## src/rtl/fp_pkg.sv

```systemverilog
// Shared types, constants and helpers for the pipelined FP multiplier.
package fp_pkg;

  typedef enum logic {
    RM_RNE = 1'b0,
    RM_RTZ = 1'b1
  } rm_e;

  localparam int FLG_INX = 0;
  localparam int FLG_UNF = 1;
  localparam int FLG_OVF = 2;
  localparam int FLG_INV = 3;

  localparam int FP_EW = 5;
  localparam int FP_MW = 10;

  function automatic int fp_bias(input int ew);
    return (1 << (ew - 1)) - 1;
  endfunction

endpackage

```

## src/rtl/fp_round.sv

```systemverilog
// Final rounding of a normalised product: RNE/RTZ increment,
// carry-out renormalise, overflow saturation and flush-to-zero.
module fp_round
  import fp_pkg::*;
#(
  parameter int EW = FP_EW,
  parameter int MW = FP_MW
) (
  input  rm_e              rm_i,
  input  logic [EW+1:0]    exp_i,
  input  logic [MW-1:0]    man_i,
  input  logic             g_i,
  input  logic             r_i,
  input  logic             s_i,
  output logic [EW+MW-1:0] em_o,
  output logic             ovf_o,
  output logic             unf_o,
  output logic             inx_o
);

  localparam logic [EW:0] EMAX = {1'b0, {EW{1'b1}}};

  logic          up;
  logic [MW:0]   msum;
  logic [EW+1:0] ef;
  logic          ovf;
  logic          ftz;

  always_comb begin
    up   = (rm_i == RM_RNE) && g_i && (r_i || s_i || man_i[0]);
    msum = {1'b0, man_i} + {{MW{1'b0}}, up};
    ef   = exp_i + {{(EW+1){1'b0}}, msum[MW]};
    ovf  = !ef[EW+1] && (ef[EW:0] >= EMAX);
    ftz  = ef[EW+1] || (ef == '0);

    em_o  = {ef[EW-1:0], msum[MW-1:0]};
    ovf_o = 1'b0;
    unf_o = 1'b0;
    inx_o = g_i | r_i | s_i;

    if (ovf) begin
      ovf_o = 1'b1;
      inx_o = 1'b1;
      // RTZ saturates to the largest finite value instead of infinity
      em_o  = (rm_i == RM_RNE)
            ? {{EW{1'b1}}, {MW{1'b0}}}
            : {{(EW-1){1'b1}}, 1'b0, {MW{1'b1}}};
    end else if (ftz) begin
      unf_o = 1'b1;
      inx_o = 1'b1;
      em_o  = '0;
    end
  end

endmodule

```

## src/rtl/fp_mul_pipe.sv

```systemverilog
// Three-stage IEEE-style multiplier with DAZ/FTZ and a global stall enable.
module fp_mul_pipe
  import fp_pkg::*;
#(
  parameter int  EW = FP_EW,
  parameter int  MW = FP_MW,
  localparam int W  = 1 + EW + MW
) (
  input  logic         i_clk,
  input  logic         i_rst_n,
  input  logic         i_valid,
  output logic         o_ready,
  input  logic [W-1:0] i_a,
  input  logic [W-1:0] i_b,
  input  logic         i_rm,
  output logic         o_valid,
  input  logic         i_ready,
  output logic [W-1:0] o_res,
  output logic [3:0]   o_flags
);

  localparam int PW = 2 * MW + 2;
  localparam logic [EW+1:0] BIAS = (EW+2)'(fp_bias(EW));

  typedef struct packed {
    logic sign;
    logic rm;
    logic nan;
    logic inv;
    logic inf;
    logic zero;
  } cls_t;

  typedef struct packed {
    cls_t          c;
    logic [EW+1:0] e;
    logic [MW:0]   ma;
    logic [MW:0]   mb;
  } s1_t;

  typedef struct packed {
    cls_t          c;
    logic [EW+1:0] e;
    logic [MW-1:0] m;
    logic          g;
    logic          r;
    logic          s;
  } s2_t;

  s1_t s1_d, s1_q;
  s2_t s2_d, s2_q;

  logic         en;
  logic         v1_q, v2_q, ov_q;
  logic [W-1:0] res_d, res_q;
  logic [3:0]   flg_d, flg_q;

  assign en      = !ov_q || i_ready;
  assign o_ready = en;
  assign o_valid = ov_q;
  assign o_res   = res_q;
  assign o_flags = flg_q;

  logic [EW-1:0] ea, eb;
  logic [MW-1:0] fa, fb;
  logic a_z, b_z, a_inf, b_inf, a_nan, b_nan;
  logic ixz, nan, inf;

  assign ea    = i_a[W-2:MW];
  assign eb    = i_b[W-2:MW];
  assign fa    = i_a[MW-1:0];
  assign fb    = i_b[MW-1:0];
  assign a_z   = (ea == '0);
  assign b_z   = (eb == '0);
  assign a_inf = (&ea) && (fa == '0);
  assign b_inf = (&eb) && (fb == '0);
  assign a_nan = (&ea) && (fa != '0);
  assign b_nan = (&eb) && (fb != '0);
  assign ixz   = (a_inf && b_z) || (a_z && b_inf);
  assign nan   = a_nan || b_nan || ixz;
  assign inf   = !nan && (a_inf || b_inf);

  always_comb begin
    s1_d.c.sign = i_a[W-1] ^ i_b[W-1];
    s1_d.c.rm   = i_rm;
    s1_d.c.nan  = nan;
    s1_d.c.inv  = ixz || (a_nan && !fa[MW-1]) || (b_nan && !fb[MW-1]);
    s1_d.c.inf  = inf;
    s1_d.c.zero = !nan && !inf && (a_z || b_z);
    s1_d.e      = {2'b00, ea} + {2'b00, eb} - BIAS;
    s1_d.ma     = {1'b1, fa};
    s1_d.mb     = {1'b1, fb};
  end

  logic [PW-1:0] prod;
  logic [PW-2:0] norm;

  assign prod = PW'(s1_q.ma) * PW'(s1_q.mb);
  // Drop the leading one; a left shift folds a zero into the sticky field
  assign norm = prod[PW-1] ? prod[PW-2:0] : {prod[PW-3:0], 1'b0};

  always_comb begin
    s2_d.c = s1_q.c;
    s2_d.e = s1_q.e + {{(EW+1){1'b0}}, prod[PW-1]};
    s2_d.m = norm[PW-2:MW+1];
    s2_d.g = norm[MW];
    s2_d.r = norm[MW-1];
    s2_d.s = |norm[MW-2:0];
  end

  logic [EW+MW-1:0] em;
  logic ovf, unf, inx;

  fp_round #(
    .EW(EW),
    .MW(MW)
  ) u_round (
    .rm_i  (rm_e'(s2_q.c.rm)),
    .exp_i (s2_q.e),
    .man_i (s2_q.m),
    .g_i   (s2_q.g),
    .r_i   (s2_q.r),
    .s_i   (s2_q.s),
    .em_o  (em),
    .ovf_o (ovf),
    .unf_o (unf),
    .inx_o (inx)
  );

  always_comb begin
    res_d          = {s2_q.c.sign, em};
    flg_d          = '0;
    flg_d[FLG_OVF] = ovf;
    flg_d[FLG_UNF] = unf;
    flg_d[FLG_INX] = inx;
    if (s2_q.c.nan) begin
      res_d          = {s2_q.c.sign, {EW{1'b1}}, 1'b1, {(MW-1){1'b0}}};
      flg_d          = '0;
      flg_d[FLG_INV] = s2_q.c.inv;
    end else if (s2_q.c.inf) begin
      res_d = {s2_q.c.sign, {EW{1'b1}}, {MW{1'b0}}};
      flg_d = '0;
    end else if (s2_q.c.zero) begin
      res_d = {s2_q.c.sign, {(EW+MW){1'b0}}};
      flg_d = '0;
    end
  end

  always_ff @(posedge i_clk or negedge i_rst_n) begin
    if (!i_rst_n) begin
      v1_q  <= 1'b0;
      v2_q  <= 1'b0;
      ov_q  <= 1'b0;
      res_q <= '0;
      flg_q <= '0;
    end else if (en) begin
      v1_q  <= i_valid;
      v2_q  <= v1_q;
      ov_q  <= v2_q;
      res_q <= res_d;
      flg_q <= flg_d;
    end
  end

  always_ff @(posedge i_clk) begin
    if (en) begin
      s1_q <= s1_d;
      s2_q <= s2_d;
    end
  end

endmodule

```

## config.mk

```make
export PLATFORM = sky130hd
export DESIGN_NAME = fp_mul_pipe
export DESIGN_NICKNAME = d
export VERILOG_FILES = /design/src/rtl/fp_pkg.sv /design/src/rtl/fp_round.sv /design/src/rtl/fp_mul_pipe.sv
export SDC_FILE = /design/constraint.sdc
export NUM_CORES = 1
export LEC_CHECK = 0
export BUFFER_PORTS_ARGS = -buffer_cell sky130_fd_sc_hd__buf_2
export CAP_MARGIN = 20
export CORE_MARGIN = 2
export CORE_UTILIZATION = 60
export DETAILED_ROUTE_END_ITERATION = 12
export HOLD_SLACK_MARGIN = 0.05
export PLACE_DENSITY = 0.8
export SYNTH_ARGS = -nofsm -noshare
export SYNTH_HDL_FRONTEND = slang
export SYNTH_SLANG_ARGS = --single-unit
export TNS_END_PERCENT = 20
```

## constraint.sdc

```tcl
create_clock -name i_clk -period 18.68 [get_ports i_clk]
set_input_delay 2.802 -clock i_clk [delete_from_list [all_inputs] [get_ports i_clk]]
set_output_delay 2.802 -clock i_clk [all_outputs]
set_load 0.01 [all_outputs]
```

==> results.yml, run 1 <==
run_status:
  status: "finished clean"
floorplanning:
  num_rows: 41
  coreArea_sq_mm: 0.0125
  fp.dieH_microns: 117
  die_area_sq_mm: 0.0136
  pin_count: 59
  start_util_pct: 60.9
  die_x_microns: 117
placement:
  port_buffers: 58
  dpl.hpwl_mm: 11.7
  place_congestion: 0.977
  placed_area_sq_mm: 0.00806
logic_synthesis:
  postSynthAreaPerCell_sq_um: 10.3
  synth_edf_count: 59
  ys_ff_latch: 82
  syn-cell-area_sq_mm: 0.00763
  synth_top_area_share_pct: 23.2
  synth_warnings: 0
  netlist_top_cells_area: "edfxtp_1, fa_1, ha_1"
  synth-async-reset-ratio_pct: 28.0
  syn-num-nets: 934
  syn_inst: 743
  ys_seq_area_share_pct: 30.8
  synth_cell_types: 55
  synth_top_area_cell: "edfxtp_1"
  synth_ff_type: "edfxtp_1"
global_route:
  grtUsageTotal_pct: 23.1
  overflow: 0
  grt_max_degree: 71
  antenna_found_initial: 0
  grt_pass1_vias: 5382
  grt_pass1_wl_mm: 24.7
timing:
  grt_setup_unrepaired: "false"
  tightestPinTransition_ns: 1.04
  finalSetupTns_ns: 0
  maxSlewViolCount: 0
  fmax_ghz: 0.145
  setup_violations: 0
  hold_violations: 0
  timing.final.crit_share_pct: 37.0
  slew_headroom_pct: 30.1
  skew_ns: 0.00712
  period_needed_ns: 6.90
worst_setup_path:
  worstPathCellList: "buf_2 -> nor2b_1 -> buf_4 -> inv_2 -> buf_4 -> buf_2"
  arrival_ns: 4.10
  cpMaxStageDelayCell: "buf_4"
  end_kind: "output pin"
  cp_top_family: "buffers and inverters"
  startpoint_type: "primary input"
  required_ns: 15.88
  crit_buf_inv: 5
  path_class: "primary input to output pin"
  max_stage_delay_ns: 0.60
  path_max_fanout: 70
run:
  max-cap-violations: 0
final_layout:
  nets: 984
  synthToLayoutAreaGrowth_pct: 9.45
  final_util_pct: 66.7
  num_antenna_cells: 0
  drive_gt1_share_pct: 10.7
  fill_cells: 968
  design_area_sq_mm: 0.00835
cts:
  cts_tree: "done"
  clock-sinks: 82
  cts_resized: 0
  cts-root-buf: "clkbuf_16"
  numCtsBuffers: 9
  postCtsSetupBuffers: 0
  clk_path_buf_depth: 2
  htreeDepth: 3
  clk_latency_ns: 0.33
  clk_pin_slew_ns: 0.06
  cts_hold_buffers: 0
routing:
  drt_first_pass_iters: 4
  finalWirelength_mm: 14.4
  num_vias: 5276
  drc_errors: 0
  drt_iter0_drc: 281
  postRouteAntennaNets: 0
  avgRoutedWirePerCell_microns: 14.8
  viasPerCell: 5.44
hold_path:
  hold_class: "flop to flop"
-- worst reg2reg max path, stage by stage (launching register included) --
cell and delay, ns:
edfxtp_1 0.51, inv_1 0.20, nor2_1 0.08, fa_1 0.50
inv_1 0.05, fa_1 0.53, inv_1 0.05, fa_1 0.50
fa_1 0.54, inv_1 0.05, fa_1 0.52, inv_1 0.04
ha_1 0.38, a21oi_1 0.16, o21ai_1 0.11, a31oi_4 0.24
o211ai_4 0.13, and4_4 0.21, o41ai_4 0.94, inv_2 0.06
ha_1 0.24, ha_1 0.21, and3_1 0.17, nand3_1 0.10
xnor2_1 0.06
-- sequential cells by signal, summed over array words and instances, names as in the netlist --
name and flops:
o_res 16, o_flags 4, o_valid 1, s2_q 26, s1_q 33, v1_q 1, v2_q 1
-- cells in the mapped netlist (15+ instances only) --
master / count
inv_1: 132
fa_1: 81
nand2_1: 78
ha_1: 73
edfxtp_1: 59
and2_1: 40
nor2_1: 33
xnor2_1: 25
dfrtp_1: 23
a21oi_1: 21
nand3_1: 20
clkbuf_1: 19
xor2_1: 15
-- path summary, 6_finish.rpt --
check	endpoint	cells after the start	start	slack, ns
worst min-delay path	s2_q[24]	0	s1_q[33]	0.42
worst max register to register	s2_q[19]	24	s1_q[12]	11.84
worst min register to register	s2_q[24]	0	s1_q[33]	0.42
max in group asynchronous	o_flags[0]	1	i_rst_n	15.90
worst max-delay path	o_ready	6	i_ready	11.78
min in group asynchronous	o_res[11]	1	i_rst_n	2.43
-- routing by layer --
layer,vias up,GRT usage [%],routed length [microns]
li1,2544,-,-
met2,154,38.7,7000
met1,2551,31.0,6420
met4,0,6.67,303
met3,27,4.00,683
met5,-,0,0
-- layout by cell type, fill, tap and decap left out, drive strengths merged, types with 3 or more instances in the layout --
cell      n
nor2b     4
and2     40
o211ai    3
mux2i    10
o21ai    22
clkbuf   11
a221o     6
buf      60
nand3    20
mux2      4
o21a      6
a21oi    22
xor2     15
a21o      7
dfrtp    23
nand2    78
nor2     33
xnor2    25
edfxtp   59
a22o      3
nor3      5
and3      6
ha       73
nand4     3
nand2b    6
a31oi     5
nor4      7
inv     136
fa       81
o41ai     3
-- final cells by class --
type | count | area, sq um | share of cell area [%]
multi-input cells | 507 | 4690 | 56.2
clock inverters | 5 | 33.8 | 0.405
flip-flops and latches | 82 | 2350 | 28.1
inverters | 133 | 499 | 5.98
well taps | 172 | 215 | 2.58
repair buffers | 60 | 305 | 3.66
clock buffers | 11 | 254 | 3.04
-- logic make-up after synthesis --
family                     Yosys count  share of synthesized area [%]
adders and majority gates          154                           33.2
DFF                                 82                           30.8
buffers and inverters              154                           7.69
and+or+nand+nor                    209                           13.3
xor gates and xnor gates            40                           4.59
muxes                               14                           1.90
AOI/OAI and AO/OA                   90                           8.48
-- per-stage QoR --
stage	hold slack, ns	instances	setup WS, ns
after CTS	0.421	970	11.77
after global placement	0.403	954	11.80
after global routing	0.440	970	11.51
final	0.419	970	11.78
after detailed placement	0.407	954	11.78
after floorplan	0.400	743	10.86
Power of run 1 is not shown: default switching activity piles up to over one toggle a cycle in this logic, so the estimate is an artifact.
==> run 2: changes to the inputs <==
- ABC_AREA: unset -> 1
- CORE_UTILIZATION: 60 -> 56
- PLACE_DENSITY: 0.8 -> 0.78
- clock period: 18.68 -> 6.2 ns (I/O delays scaled with it)
==> results.yml, run 2 <==
run_status:
  status: "finished clean"
worst_setup_path:
  r2r-end: "s2_q[19]"
  path_class: "flop to flop"
  crit_buf_inv: 4
  r2r-start: "s1_q[14]"
  r2r_slack_ns: 0.36
  startpoint_type: "flop"
  r2r_cells: 23
  max_stage_delay_ns: 0.56
  end_kind: "flop"
  path_max_fanout: 14
  cpMaxStageDelayCell: "edfxtp_1"
  arrival_ns: 5.93
  worstPathCellList: "nand2_1 -> fa_1 -> inv_1 -> fa_1 -> fa_1 -> fa_1 -> inv_1 -> fa_1 -> inv_1 -> ha_1 -> a21oi_2 -> nand2_1 -> inv_2 -> nand2_1 -> nand2_1 -> nand3_2 -> nand2_2 -> nand2_4 -> ha_1 -> ha_1 -> nand3_1 -> nor2_1 -> xor2_1"
  cp_common_cell: "fa_1"
  cp_top_family: "adder cells"
  required_ns: 6.29
routing:
  drc_errors: 0
  drt_iter0_drc: 315
  viasPerCell: 5.10
  avgRoutedWirePerCell_microns: 12.7
  drt_first_pass_iters: 5
  postRouteAntennaNets: 0
  finalWirelength_mm: 15.5
  num_vias: 6214
cts:
  clock-sinks: 82
  htreeDepth: 3
  cts_resized: 0
  cts_hold_buffers: 0
  clk_pin_slew_ns: 0.06
  numCtsBuffers: 9
  clk_path_buf_depth: 2
  clk_latency_ns: 0.35
  cts_tree: "done"
  postCtsSetupBuffers: 0
  cts-root-buf: "clkbuf_16"
final_layout:
  largest_register: "s1_q"
  instances_no_fill: 1219
  nets: 1221
  largest_reg_flops: 33
  mostFrequentLayoutCell: "nand2_1"
  final_cell_mix: "nand2_1, inv_1, fa_1, ha_1, edfxtp_1"
  fill_cells: 1249
  num_antenna_cells: 0
  multi_input_area_sq_mm: 0.00485
  drive_gt1_share_pct: 10.1
  synthToLayoutAreaGrowth_pct: 9.05
  layout.area.seq_sq_mm: 0.00235
timing:
  hold_violations: 0
  setup_violations: 0
  fmax_ghz: 0.171
  maxSlewViolCount: 0
  grt_setup_unrepaired: "false"
  timing.final.crit_share_pct: 94.2
  skew_ns: 0.00547
  tightestPinTransition_ns: 0.808
  finalSetupTns_ns: 0
  whs_ns: 0.418
  period_needed_ns: 5.84
  slew_headroom_pct: 46.1
logic_synthesis:
  syn-cell-area_sq_mm: 0.00813
  syn-num-nets: 1173
  ys_seq_area_share_pct: 28.9
  synth_cell_types: 42
  netlist_top_cells_area: "edfxtp_1, fa_1, nand2_1"
  synth_simple_gate_area_share_pct: 21.3
  synth_top_area_cell: "edfxtp_1"
  synth_common_cells: "nand2_1, inv_1, fa_1"
  muxShareOfSynthArea_pct: 0
  synth-async-reset-ratio_pct: 28.0
  synth_top_family_by_area: "adder cells"
  ys_ff_latch: 82
  synth_warnings: 0
  synthAdderAreaFrac_pct: 31.2
  synth_compound_area_share_pct: 4.48
  synth_top_area_share_pct: 21.8
  synth_edf_count: 59
  postSynthAreaPerCell_sq_um: 8.28
  syn_inst: 982
  synth_xor_area_share_pct: 2.68
  synth_ff_type: "edfxtp_1"
  yosysMostFrequentCell: "nand2_1"
floorplanning:
  fp.dieH_microns: 124
  start_util_pct: 56.6
  pin_count: 59
  die_x_microns: 124
  coreArea_sq_mm: 0.0144
  die_area_sq_mm: 0.0155
  num_rows: 44
global_route:
  antenna_found_initial: 0
  grt_max_degree: 71
  grtUsageTotal_pct: 21.4
  overflow: 0
  grt_pass1_wl_mm: 27.0
  grt_pass1_vias: 6122
placement:
  port_buffers: 58
  dpl.hpwl_mm: 12.8
  place_congestion: 0.888
  dp.cells: 1202
hold_path:
  min_path_cells: 0
  hold_class: "flop to flop"
  whs_endpoint: "s2_q[24]"
  hold_start: "s1_q[33]"
run:
  max-cap-violations: 0
==> run 2: logic make-up after synthesis <==
kind of cell | count (synthesis)
adder cells (fa/ha/maj) | 154
buffers and inverters | 245
AO/OA/AOI/OAI | 68
XOR/XNOR | 24
AND/OR/NAND/NOR | 409
flip-flops | 82
==> run 2: layer usage <==
metal  share of wire (%)  up-vias  track usage [%]
li1                    -     3099                -
met1                  44     2931             26.7
met2                  49      144             36.5
met3                 4.0       40             4.21
met4                 3.1        0             8.66
met5                   0        -                0
==> run 2: worst max path at each step <==
stage	from	end	slack, ns	depth (start not counted)
floorplan	s1_q[13]	s2_q[19]	0.70	25
global placement	s1_q[14]	s2_q[19]	0.51	23
detailed placement	s1_q[9]	s2_q[19]	0.34	23
CTS	s1_q[9]	s2_q[19]	0.33	23
global route	s1_q[12]	s2_q[19]	0.04	27
finish	s1_q[14]	s2_q[19]	0.36	23
==> run 2: layout make-up <==
class / count / share of cell area [%]
multi-input cells: 655 / 54.7
flip-flops and latches: 82 / 26.5
inverters: 219 / 9.27
clock inverters: 4 / 0.593
well taps: 184 / 2.60
clock buffers: 12 / 2.67
repair buffers: 63 / 3.70
==> run 2: stage by stage <==
step / util, % / setup slack [ns] / instance area, sq um
6_report: 61.7 / 0.359 / 8860
3_3_place_gp: 59.6 / 0.509 / 8570
3_5_place_dp: 59.6 / 0.339 / 8570
2_1_floorplan: - / 0.703 / 8130
5_1_grt: 61.7 / 0.0443 / 8860
4_1_cts: 61.6 / 0.330 / 8860
Power of run 2 is left out for the same reason.
==> run 3: changes to the inputs <==
- CORE_UTILIZATION: 56 -> 60
- PLACE_DENSITY: 0.78 -> 0.79
- clock period: 6.2 -> 6.7 ns (I/O delays scaled with it)
==> results.yml, run 3 (synthesis gave the netlist of run 2 again) <==
timing:
  slew_headroom_pct: 45.0
  setup_violations: 0
  hold_violations: 0
  tightestPinTransition_ns: 0.825
  fmax_ghz: 0.165
  grt_setup_unrepaired: "false"
  whs_ns: 0.423
  timing.final.crit_share_pct: 90.6
  period_needed_ns: 6.07
  skew_ns: 0.00501
  finalSetupTns_ns: 0
  maxSlewViolCount: 0
final_layout:
  layout.area.seq_sq_mm: 0.00235
  final_util_pct: 66.9
  fill_cells: 1080
  drive_gt1_share_pct: 10.1
  largest_register: "s1_q"
  nets: 1218
  largest_reg_flops: 33
  final_cell_mix: "nand2_1, inv_1, fa_1, ha_1, edfxtp_1"
  synthToLayoutAreaGrowth_pct: 8.93
  multi_input_area_sq_mm: 0.00485
  mostFrequentLayoutCell: "nand2_1"
  num_antenna_cells: 0
cts:
  clk_path_buf_depth: 2
  cts_resized: 0
  clk_pin_slew_ns: 0.06
  clk_latency_ns: 0.35
  cts-root-buf: "clkbuf_16"
  cts_hold_buffers: 0
  clock-sinks: 82
  cts_tree: "done"
  postCtsSetupBuffers: 0
  numCtsBuffers: 9
  htreeDepth: 3
global_route:
  antenna_found_initial: 0
  grt_max_degree: 71
  overflow: 0
  grtUsageTotal_pct: 25.1
  grt_pass1_wl_mm: 28.7
  grt_pass1_vias: 6314
worst_setup_path:
  startpoint_type: "flop"
  path_class: "flop to flop"
  r2r_cells: 22
  r2r-end: "s2_q[19]"
  required_ns: 6.80
  path_max_fanout: 14
  r2r-start: "s1_q[13]"
  worstSetupStartpoint: "s1_q[13]"
  cpMaxStageDelayCell: "edfxtp_1"
  critical_path.endpoint: "s2_q[19]"
  r2r_slack_ns: 0.63
  cp_common_cell: "fa_1"
  cp_top_family: "adder cells"
  arrival_ns: 6.17
  worstPathCellList: "inv_1 -> fa_1 -> inv_1 -> fa_1 -> fa_1 -> fa_1 -> inv_1 -> fa_1 -> inv_1 -> ha_1 -> a21oi_2 -> nand2_1 -> inv_2 -> nand2_1 -> nand2_1 -> nand4_2 -> nand2_4 -> ha_1 -> ha_1 -> nand3_1 -> nor2_1 -> xor2_1"
  end_kind: "flop"
  worstSetupPathDepth: 22
  crit_buf_inv: 5
  max_stage_delay_ns: 0.60
hold_path:
  hold_class: "flop to flop"
routing:
  num_vias: 6282
  finalWirelength_mm: 16.9
  drt_iter0_drc: 334
  viasPerCell: 5.20
  drc_errors: 0
  postRouteAntennaNets: 0
  drt_first_pass_iters: 5
  avgRoutedWirePerCell_microns: 14.0
floorplanning:
  fp.dieH_microns: 120
  num_rows: 42
  die_x_microns: 120
  start_util_pct: 61.4
  pin_count: 59
  coreArea_sq_mm: 0.0132
  die_area_sq_mm: 0.0145
placement:
  dpl.hpwl_mm: 13.5
  place_congestion: 0.943
  port_buffers: 58
run_status:
  status: "finished clean"
run:
  max-cap-violations: 0
[run 3: cell types whose count changed in the layout (fill, tap and decap cells not counted), sizes merged]
| cell | delta |
|---|---|
| inv | +3 |
| clkinv | -2 |
| buf | -3 |
| clkbuf | -1 |
[run 3: layout make-up]
type                            count  area share, %
Inverter                          219           9.28
Multi-Input combinational cell    655           54.7
Tap cell                          176           2.49
Timing Repair Buffer               60           3.45
Clock buffer                       11           2.87
Sequential cell                    82           26.5
Clock inverter                      5          0.650
[run 3: how the worst min path moves through the flow]
stage             start       end  slack [ns]  cells after the start
2_1_floorplan  s1_q[29]  s2_q[20]        0.40                      0
3_3_place_gp   s1_q[34]  s2_q[25]        0.40                      0
3_5_place_dp   s1_q[29]  s2_q[20]        0.41                      0
4_1_cts        s1_q[29]  s2_q[20]        0.42                      0
5_1_grt        s1_q[29]  s2_q[20]        0.42                      0
6_report       s1_q[29]  s2_q[20]        0.42                      0
[run 3: routing by layer]
| layer | share of wire [%] | track usage (%) | vias up |
|---|---|---|---|
| li1 | - | - | 3091 |
| met1 | 43 | 32.4 | 2968 |
| met2 | 50 | 42.8 | 185 |
| met3 | 4.4 | 4.15 | 38 |
| met4 | 2.5 | 9.30 | 0 |
| met5 | 0 | 0 | - |
[run 3: stage by stage]
| step | cell area (sq um) | std cells | worst slack, ns |
|---|---|---|---|
| 5_1_grt | 8850 | 1208 | 0.203 |
| 3_3_place_gp | 8540 | 1192 | 0.844 |
| 2_1_floorplan | 8130 | 982 | 1.20 |
| 4_1_cts | 8850 | 1208 | 0.658 |
| 6_report | 8850 | 1208 | 0.631 |
| 3_5_place_dp | 8540 | 1192 | 0.712 |
Power of run 3 is left out for the same reason.
